$ cat config.mk
export PLATFORM = sky130hd
export DESIGN_NAME = serial_tx_unit
export DESIGN_NICKNAME = d
export VERILOG_FILES = /design/src/rtl/serial_tx_unit.sv
export SDC_FILE = /design/constraint.sdc
export NUM_CORES = 1
export LEC_CHECK = 0
export ABC_AREA = 1
export CELL_PAD_IN_SITES_DETAIL_PLACEMENT = 0
export CELL_PAD_IN_SITES_GLOBAL_PLACEMENT = 1
export CORE_ASPECT_RATIO = 1.75
export CORE_MARGIN = 5
export CORE_UTILIZATION = 43
export DETAILED_ROUTE_END_ITERATION = 10
export PLACE_DENSITY = 0.95
export REMOVE_ABC_BUFFERS = 1
export SETUP_SLACK_MARGIN = 0.05
export SYNTH_ARGS = -nofsm -noshare
export SYNTH_HDL_FRONTEND = slang
export SYNTH_SLANG_ARGS = --single-unit
$ cat constraint.sdc
create_clock -name clk -period 2.6 [get_ports clk]
set_input_delay 0.52 -clock clk [delete_from_list [all_inputs] [get_ports clk]]
set_output_delay 0.52 -clock clk [all_outputs]
set_load 0.005 [all_outputs]
$ cat src/rtl/serial_tx_unit.sv
// serial_tx_unit
//   Framed serial transmitter fed by the read/transmit flow controller.
//   A word is captured from dataIn on sampleData (IDLE only). A rising edge
//   on txData then sends: start bit (0), DATA_WIDTH data bits LSB first,
//   an optional parity bit, and a stop bit (1). Each bit is held for
//   CLKS_PER_BIT cycles. txDone pulses for one cycle once the stop bit ends.
//
// Ports
//   clk        : system clock, rising edge
//   reset      : asynchronous active-low reset
//   active     : block enable; low aborts a frame and idles the line
//   sampleData : load dataIn into the holding register
//   txData     : transmit request, rising-edge sensitive
//   dataIn     : parallel word to send
//   txOut      : serial line, idle high
//   txDone     : one-cycle pulse after the stop bit
//   txBusy     : high while a frame is on the line
//
// state    | meaning
// ---------+-----------------------------------------------------
// S_IDLE   | line idle high, accepts capture and start
// S_START  | driving start bit
// S_DATA   | driving data bits, LSB first
// S_PARITY | driving parity bit (PARITY != 0 only)
// S_STOP   | driving stop bit
// S_DONE   | txDone high for one cycle; a new start is accepted here

module serial_tx_unit #(
  parameter int DATA_WIDTH   = 8,
  parameter int CLKS_PER_BIT = 4,
  parameter int PARITY       = 0
) (
  input  logic                  clk,
  input  logic                  reset,
  input  logic                  active,
  input  logic                  sampleData,
  input  logic                  txData,
  input  logic [DATA_WIDTH-1:0] dataIn,
  output logic                  txOut,
  output logic                  txDone,
  output logic                  txBusy
);

  localparam int BW = $clog2(DATA_WIDTH + 1);
  localparam int CW = (CLKS_PER_BIT > 1) ? $clog2(CLKS_PER_BIT) : 1;
  localparam logic [CW-1:0] CYC_LAST = CW'(CLKS_PER_BIT - 1);
  localparam logic [BW-1:0] BIT_LAST = BW'(DATA_WIDTH - 1);

  typedef enum logic [2:0] {
    S_IDLE, S_START, S_DATA, S_PARITY, S_STOP, S_DONE
  } state_t;

  state_t                state_q, state_d;
  logic [CW-1:0]         cyc_q, cyc_d;
  logic [BW-1:0]         bit_q, bit_d;
  logic [DATA_WIDTH-1:0] shreg_q, shreg_d;
  logic [DATA_WIDTH-1:0] hold_q, hold_d;
  logic                  par_q, par_d;
  logic                  tx_prev_q, tx_prev_d;
  logic                  tx_out_q, tx_out_d;
  logic                  busy_q, busy_d;
  logic                  done_q, done_d;

  logic                  start;
  logic                  bit_end;
  logic [DATA_WIDTH-1:0] word;

  assign start   = txData & ~tx_prev_q;
  assign bit_end = (cyc_q == CYC_LAST);
  // Same-edge capture and start sends the incoming word, not the stale one.
  assign word    = sampleData ? dataIn : hold_q;

  always_comb begin
    state_d   = state_q;
    cyc_d     = cyc_q;
    bit_d     = bit_q;
    shreg_d   = shreg_q;
    hold_d    = hold_q;
    par_d     = par_q;
    tx_prev_d = txData;
    tx_out_d  = tx_out_q;
    busy_d    = busy_q;
    done_d    = done_q;

    if (!active) begin
      state_d  = S_IDLE;
      cyc_d    = '0;
      bit_d    = '0;
      tx_out_d = 1'b1;
      busy_d   = 1'b0;
      done_d   = 1'b0;
    end else begin
      unique case (state_q)
        S_IDLE, S_DONE: begin
          done_d = 1'b0;
          if (state_q == S_IDLE && sampleData) hold_d = dataIn;
          if (start) begin
            state_d  = S_START;
            shreg_d  = word;
            // Even parity: bit equals XOR of data; odd parity inverts it.
            par_d    = (^word) ^ (PARITY == 2);
            cyc_d    = '0;
            bit_d    = '0;
            tx_out_d = 1'b0;
            busy_d   = 1'b1;
          end else begin
            state_d = S_IDLE;
          end
        end
        S_START: begin
          if (bit_end) begin
            cyc_d    = '0;
            state_d  = S_DATA;
            tx_out_d = shreg_q[0];
          end else begin
            cyc_d = cyc_q + 1'b1;
          end
        end
        S_DATA: begin
          if (bit_end) begin
            cyc_d   = '0;
            shreg_d = shreg_q >> 1;
            if (bit_q == BIT_LAST) begin
              bit_d = '0;
              if (PARITY != 0) begin
                state_d  = S_PARITY;
                tx_out_d = par_q;
              end else begin
                state_d  = S_STOP;
                tx_out_d = 1'b1;
              end
            end else begin
              bit_d    = bit_q + 1'b1;
              tx_out_d = shreg_d[0];
            end
          end else begin
            cyc_d = cyc_q + 1'b1;
          end
        end
        S_PARITY: begin
          if (bit_end) begin
            cyc_d    = '0;
            state_d  = S_STOP;
            tx_out_d = 1'b1;
          end else begin
            cyc_d = cyc_q + 1'b1;
          end
        end
        S_STOP: begin
          if (bit_end) begin
            cyc_d    = '0;
            state_d  = S_DONE;
            tx_out_d = 1'b1;
            busy_d   = 1'b0;
            done_d   = 1'b1;
          end else begin
            cyc_d = cyc_q + 1'b1;
          end
        end
        default: begin
          state_d  = S_IDLE;
          tx_out_d = 1'b1;
          busy_d   = 1'b0;
          done_d   = 1'b0;
        end
      endcase
    end
  end

  always_ff @(posedge clk or negedge reset) begin
    if (!reset) begin
      state_q   <= S_IDLE;
      cyc_q     <= '0;
      bit_q     <= '0;
      shreg_q   <= '0;
      hold_q    <= '0;
      par_q     <= 1'b0;
      tx_prev_q <= 1'b0;
      tx_out_q  <= 1'b1;
      busy_q    <= 1'b0;
      done_q    <= 1'b0;
    end else begin
      state_q   <= state_d;
      cyc_q     <= cyc_d;
      bit_q     <= bit_d;
      shreg_q   <= shreg_d;
      hold_q    <= hold_d;
      par_q     <= par_d;
      tx_prev_q <= tx_prev_d;
      tx_out_q  <= tx_out_d;
      busy_q    <= busy_d;
      done_q    <= done_d;
    end
  end

  assign txOut  = tx_out_q;
  assign txDone = done_q;
  assign txBusy = busy_q;

endmodule

Word level (Yosys, flattened, before mapping). Cells that the tools add are included.

Bits of input ports: 13. Word-level logic and storage cells: 81. Bits in registers: 29. Output and inout bits: 3.

Bitwise operators: 2. Add/sub/neg operators: 2. Equal/unequal tests: 19. Mux-type cells: 34. Reduce and logical (&&, ||, !) cells: 15.

Operators by type and width (count): $mux 8 (3); $mux 3 (6); $ne 3x3->1 const B (6); $mux 4 (4); $pmux 8 s2 (1); $pmux 3 s5 (1); $mux 1 (11); $reduce_and 3->1 (3); $pmux 4 s2 (1); $reduce_and 4->1 (2); $eq 3x2->1 const B (2); $eq 3x3->1 const B (2); $mux 2 (3); $ne 2x2->1 const B (3); $ne 3x2->1 const B (2); $reduce_and 5->1 (1); $add 4x1->4 const B (1); $eq 4x3->1 const B (1); $pmux 1 s4 (1); $pmux 2 s2 (1); $reduce_and 2->1 (2); $reduce_or 2->1 (2); $reduce_or 4->1 (1); $eq 3x1->1 const B (1); 11 further kinds (11).

Depth between registers and ports, before layout. Gate-level depths: netlist (run 1).

Word-level depth: 5. Depth in mapped cells: 10. Mapped depth without buffers: 9.

Worst setup path after synthesis (run 1). No wires, ideal clock.

Path type: input -> register. From: in sampleData. To: reg hold_q[6]. Buffers on the path: 2. Data required time: 2476 ps. Arrival time: 1290 ps. Setup slack: 1186 ps. Stages: 5. Library setup time: 124 ps. Cell sequence: clkbuf_1 > nand4_1 > buf_2 > nor2_1 > a21oi_1.

Cells in the longest elaborated chain, start to end: 2.

RTL lines: from (decl) (RTL line 36) `input logic sampleData,`; $logic_and 1x1->1 (RTL line 96) `if (state_q == S_IDLE && sampleData) hold_d = dataIn;`; $reduce_and 3->1 (no source line); to (signal assigned) (RTL line 187) `hold_q <= hold_d;`; to (decl) (RTL line 57) `logic [DATA_WIDTH-1:0] hold_q, hold_d;`.

No other way between the ends. A chain may end at the register's enable or synchronous reset.

Worst setup path in the final report (run 1).
From: reg tx_out_q (netlist: txOut). To: out txOut.

RTL lines: from (decl) (RTL line 60) `logic tx_out_q, tx_out_d;`; from (signal assigned) (RTL line 190) `tx_out_q <= tx_out_d;`; to (decl) (RTL line 39) `output logic txOut,`.

No word-level cell between the ends.

==> summary.md, run 1 <==
| Metric | Value |
|---|---|
| Sequential area share after synthesis | `0.468` |
| Area delta synth->final | `18.0%` |
| Critical Path RT | `2080 ps` |
| EDFF count, synth | `0` |
| Number of buffers created by CTS | `5` |
| CP max stage cell | `dfstp_2` |
| Vias in the first global route | `1,264` |
| Avg Cell Area, Syn | `7.19 um^2` |
| WS Path Type | `reg -> out` |
| Clock Tree Buf Depth | `2` |
| Horiz. Die Dim | `55.4 um` |
| Fillers | `392` |
| Via Count | `1,395` |
| Antenna Cells | `0` |
| Vias per Instance | `4.95` |
| Routability cong. | `0.811` |
| Share of the synthesized area in the top cell type | `0.451` |
| Core ar. | `3560 um^2` |
| Io pins | `16` |
| Tmin final | `1820 ps` |
| MaxCap Viol Count | `0` |
| F_max | `549 MHz` |
| Hold WC Path Type | `reg -> reg` |
| Post-CTS Setup Bufs | `0` |
| Worst-Skew Late Latency | `280 ps` |
| Antenna Nets Post-Route | `0` |
| Worst-path fanout max | `2` |
| Critical path, cell by cell | `clkdlybuf4s50_1` |
| 1st-iter DRT viols | `38` |
| Antenna violations before repair | `0` |
| Grt total ovfl | `0` |
| Clock skew | `9.35 ps` |
| Syn Std Cell Area | `1550 um^2` |
| Rel. slew slack | `0.675` |
| Layout cell share with drive strength beyond 1 | `0.0975` |
| Starting density of the core | `0.437` |
| Period utilization | `0.700` |
| Root Buffer | `clkbuf_8` |
| Setup WS pre-CTS | `563 ps` |
| Leak | `0.000949 uW` |
| Largest net degree at the start of global routing | `30` |
| CTS tree | `built` |
| Row count | `29` |
| CP bufs+invs | `1` |
| Post-route design area | `1830 um^2` |
| Cell variety after synth | `23` |
| Most frequent cell after synthesis | `nand2_1` |
| Hold Fails Final Rpt | `0` |
| Slew at the pin closest to its max-slew limit | `487 ps` |
| Total Wirelength | `3.28 mm` |
| Hold buffers post-CTS | `0` |
| Outcome | `finished clean` |
| Yosys warns | `0` |
| Full die area | `4960 um^2` |
| Peak supply drop | `0.445 mV` |
| Crit. End Element | `primary output` |
| H-Tree Depth | `2` |
| Global-route wire length before repair | `5.55 mm` |
| Synth Flop Type | `dfrtp_1` |
| WL/cell | `11.6 um` |
| Synth top area cells | `dfrtp_1 (45%), nand2_1 (19%), nor2_1 (5.1%)` |
| Unrepaired setup endpoints after global routing | `false` |
| Detailed-router iteration count before antenna repair | `4` |
| Slowest Stage Delay on Critical Path | `530 ps` |
| Worst-path clk slew | `70 ps` |
| DRC errors left | `0` |
| #FFs+latches synth | `29` |
| Pwr dens | `896 nW/um^2` |
| Total track usage | `0.147` |
| Syn Inst Count | `216` |
| Post-synth top cells | `nand2_1 (80), dfrtp_1 (28), nor2_1 (21)` |
| Async set or reset register ratio after synthesis | `1.00` |
| Crit path launch type | `flop` |
| Post-CTS sizing | `0` |
| I/O Buffers | `15` |
| Final worst slack | `780 ps` |
| Synth area leader | `dfrtp_1` |
| Placement Cell Area | `1750 um^2` |
| CP top delay family | `flip-flops` |
| Nets | `250` |
| WP data arrival | `1300 ps` |
| Final slew viol count | `0` |
| Setup TNS | `0 ps` |
| DP HPWL | `2.50 mm` |
| Die Span Y | `89.5 um` |
| Final Setup Violations | `0` |
| Sink Count | `29` |
## state kept, by name, indices dropped and copies added, names as in the netlist
name       flops
bit_q          4
txDone         1
txOut          1
cyc_q          2
shreg_q        8
txBusy         1
tx_prev_q      1
hold_q         8
state_q        3
## placed cells by master (no fill, tap or decap), types with 2 or more instances in the layout
master	instances
a21oi_1	8
o21ai_0	11
clkbuf_8	5
clkdlybuf4s50_1	15
buf_4	3
nand4_1	2
clkinv_2	2
inv_2	5
nand3_1	14
dfrtp_1	28
nand2_1	80
o21ai_1	10
ha_1	2
nor2_1	21
nand2_2	4
inv_1	17
## path summary, 6_finish.rpt
check	start	end	slack [ps]	cells past startpoint
min in group asynchronous	reset	txBusy$_DFFE_PN0P_	620	2
max reg2reg	state_q[1]$_DFFE_PN0P_	shreg_q[2]$_DFFE_PN0P_	800	6
min reg2reg	txOut$_DFFE_PN1P_	txOut$_DFFE_PN1P_	470	2
max in group asynchronous	reset	txOut$_DFFE_PN1P_	1660	2
min	txOut$_DFFE_PN1P_	txOut$_DFFE_PN1P_	470	2
max	txOut$_DFFE_PN1P_	txOut	780	1
## per-stage QoR
stage	hold slack (ps)	util	std cells	power, uW
floorplan	224	-	210	1110
CTS	475	0.515	282	1660
detailed placement	466	0.492	274	1300
global placement	457	0.492	274	1290
finish	468	0.515	282	1640
global route	493	0.515	282	1790
## layer usage
layer / wire (um) / GRT usage
met1: 1300 / 0.142
met2: 1770 / 0.282
met3: 121 / 0.0347
met4: 96 / 0.0863
met5: 0 / 0
## layout make-up
class / count / area (um^2) / area share
clock buffer: 6 / 72.6 / 0.0396
clock inverter: 2 / 10.0 / 0.00546
inverter: 22 / 82.6 / 0.0451
multi-input combinational: 159 / 709 / 0.387
sequential: 29 / 727 / 0.397
tap: 46 / 57.6 / 0.0314
timing repair buffer: 18 / 173 / 0.0943
## logic make-up after synthesis
| group | share of synthesized area |
|---|---|
| and+or+nand+nor | 0.331 |
| AOI/OAI and AO/OA | 0.104 |
| adders and majority gates | 0.0161 |
| xor gates and xnor gates | 0.00564 |
| buffers and inverters | 0.0749 |
| DFF | 0.468 |
## power breakdown
| part | leakage (uW) | total [uW] | internal [uW] | switching, uW |
|---|---|---|---|---|
| Combinational | 0.000542 | 590 | 219 | 371 |
| Clock | 0.0000450 | 355 | 185 | 170 |
| Sequential | 0.000362 | 696 | 611 | 85.5 |
| Total | 0.000949 | 1640 | 1010 | 627 |
Note: power is estimated with default switching activity, not from simulation.
==> run 2, diff against run 1 <==
- CORE_UTILIZATION: 43 -> 36
- PLACE_DENSITY: 0.95 -> 0.86
- clock period: 2.6 -> 1.6 ns (I/O delays scaled with it)
==> run 2 against run 1 <==
Core utilization down 4.5 points. Clock power rose by 62%. Worst setup slack lost 640 ps. Flip-flop and latch count did not move. Worst hold slack lost 66 ps. Total power rose by 66%. Sequential power is 62% higher. Die area is 16% higher. Register-to-register slack lost 620 ps. Global-route usage is 0.79 points lower.
==> summary.md, run 2 (synthesized netlist as in run 1, its figures left out) <==
| Metric | Value |
|---|---|
| Number of buffers created by CTS | `5 (unchanged)` |
| Clk network pwr share | `0.210 (-0.006)` |
| CP max stage cell | `clkdlybuf4s50_1` |
| 1st-iter DRT viols | `47 (+24%)` |
| Root Buffer | `clkbuf_8` |
| Switching power | `1030 uW (+65%)` |
| Hold WC Path Type | `in -> async` |
| Critical Path RT | `1280 ps (-800 ps)` |
| CTS tree | `built` |
| Starting density of the core | `0.374 (-0.0625)` |
| Routability cong. | `0.956 (+18%)` |
| Layout cell share with drive strength beyond 1 | `0.142 (+0.0442)` |
| Vias in the first global route | `1,447 (+14%)` |
| Row count | `31 (+6.9%)` |
| Crit path launch type | `flop` |
| Peak supply drop | `0.707 mV (+59%)` |
| Largest net degree at the start of global routing | `30 (unchanged)` |
| Worst Setup SP | `txDone$_DFFE_PN0P_` |
| Clock Tree Buf Depth | `2 (unchanged)` |
| Slowest Stage Delay on Critical Path | `500 ps (-30 ps)` |
| WS Path Type | `reg -> out` |
| Slew at the pin closest to its max-slew limit | `282 ps (-205 ps)` |
| Grt total ovfl | `0 (unchanged)` |
| Horiz. Die Dim | `59.6 um (+7.6%)` |
| Clock skew | `5.67 ps (-3.68 ps)` |
| I/O Buffers | `15 (unchanged)` |
| Total track usage | `0.139 (-0.00786)` |
| PnR Total Power | `2730 uW (+66%)` |
| Worst-Skew Late Latency | `280 ps (about the same)` |
| Reg-to-Reg Start | `state_q[1]$_DFFE_PN0P_` |
| Final slew viol count | `0 (unchanged)` |
| Crit. End Element | `primary output` |
| Nets | `261 (+4.4%)` |
| Setup TNS | `0 ps (unchanged)` |
| Tmin final | `1460 ps` |
| Post-route design area | `1950 um^2 (+6.6%)` |
| Sequential power share | `0.414 (-0.010)` |
| Commonest non-fill, non-tap cell in the layout | `nand2_1` |
| Antenna violations before repair | `0 (unchanged)` |
| Io pins | `16 (unchanged)` |
| Critical path, cell by cell | `clkdlybuf4s50_1` |
| Worst-path clk slew | `70 ps (about the same)` |
| P_int | `1700 uW (+67%)` |
| MaxCap Viol Count | `0 (unchanged)` |
| Worst-path fanout max | `2 (unchanged)` |
| Hold Fails Final Rpt | `0 (unchanged)` |
| Net Sw Frac | `0.379 (-0.00320)` |
| Via Count | `1,416 (+1.5%)` |
| CP bufs+invs | `1 (unchanged)` |
| Global-route wire length before repair | `6.27 mm (+13%)` |
| Placement Cell Area | `1850 um^2 (+5.9%)` |
| Core ar. | `4150 um^2 (+17%)` |
| Total Wirelength | `3.55 mm (+8.1%)` |
| Antenna Nets Post-Route | `0 (unchanged)` |
| F_max | `684 MHz` |
| Final Setup Violations | `0 (unchanged)` |
| Rel. slew slack | `0.812 (+0.138)` |
| Outcome | `finished clean` |
| Fin Hold WS | `402 ps (-65.9 ps)` |
| Detailed-router iteration count before antenna repair | `4 (unchanged)` |
| Period utilization | `0.914` |
| Sink Count | `29 (unchanged)` |
| Fillers | `452 (+15%)` |
| Unrepaired setup endpoints after global routing | `false` |
| CP top delay family | `buffers and inverters` |
| Most frequent cells in the layout | `nand2_1 (80), dfrtp_1 (28), nor2_1 (20)` |
| DRC errors left | `0 (unchanged)` |
| Pwr dens | `1400 nW/um^2 (+56%)` |
| Vias per Instance | `4.78 (-3.3%)` |
| Antenna Cells | `0 (unchanged)` |
| Comb power frac | `0.376 (+0.016)` |
| Area delta synth->final | `25.7%` |
| Leak | `0.00101 uW (+6.6%)` |
| Largest registers | `hold_q (8), shreg_q (8), bit_q (4)` |
| WP data arrival | `1140 ps (-160 ps)` |
| WL/cell | `12.0 um (+3.0%)` |
| Full die area | `5780 um^2 (+16%)` |
| DP HPWL | `2.74 mm (+9.6%)` |
| H-Tree Depth | `2 (unchanged)` |
| Die Span Y | `96.9 um (+8.3%)` |
-- run 2: what timing repair did --
action / CTS / global route
hold buffers: 0 / 0
setup endpoints to repair: 1 / 7
resized for setup: 1 / 2
buffers inserted: 0 / 1
-- run 2: worst paths after layout --
kind | to | slack, ps | cells after the start
worst max-delay path | txDone | 140 | 1
worst min register to register | bit_q[3]$_DFFE_PN0P_ | 480 | 2
max in group asynchronous | txOut$_DFFE_PN1P_ | 960 | 2
min in group clk | bit_q[3]$_DFFE_PN0P_ | 480 | 2
worst min-delay path | state_q[1]$_DFFE_PN0P_ | 400 | 2
worst max register to register | bit_q[2]$_DFFE_PN0P_ | 180 | 7
-- run 2: layout make-up --
| cell class | count | area, um^2 | area share |
|---|---|---|---|
| inverters | 22 | 82.6 | 0.0423 |
| repair buffers | 29 | 279 | 0.143 |
| flip-flops and latches | 29 | 727 | 0.372 |
| clock buffers | 6 | 72.6 | 0.0372 |
| clock inverters | 2 | 10.0 | 0.00513 |
| multi-input cells | 159 | 719 | 0.369 |
| well taps | 49 | 61.3 | 0.0314 |
-- run 2: per-stage QoR --
step                      worst slack (ps)  std cells   util
after floorplan                        254        210      -
after global placement               -44.2        287  0.446
after detailed placement             -67.4        287  0.446
after CTS                              110        295  0.466
after global routing                  68.4        296  0.470
final                                  138        296  0.470
-- run 2: per-layer routing --
layer  up-vias  part of all wire  wire length (um)  global-route usage
met4         0             0.026                93              0.0546
met5         -                 0                 0                   0
met2        22              0.53              1880               0.248
met1       647              0.41              1440               0.148
met3         9             0.037               131              0.0360
li1        738                 -                 -                   -
-- run 2: power by group through the flow --
stage	sequential (uW)	combinational [uW]	clock (uW)
final	1130	1030	574
after global routing	1170	1180	642
after CTS	1130	1020	599
after detailed placement	1150	1020	0
after global placement	1140	1000	0
after floorplan	1110	694	0
==> run 3, diff against run 2 <==
- CTS_CLUSTER_DIAMETER: default -> 80
- CTS_CLUSTER_SIZE: default -> 12
==> results of run 3 <==
The final DEF is identical to that of run 2; final timing and power are the same.
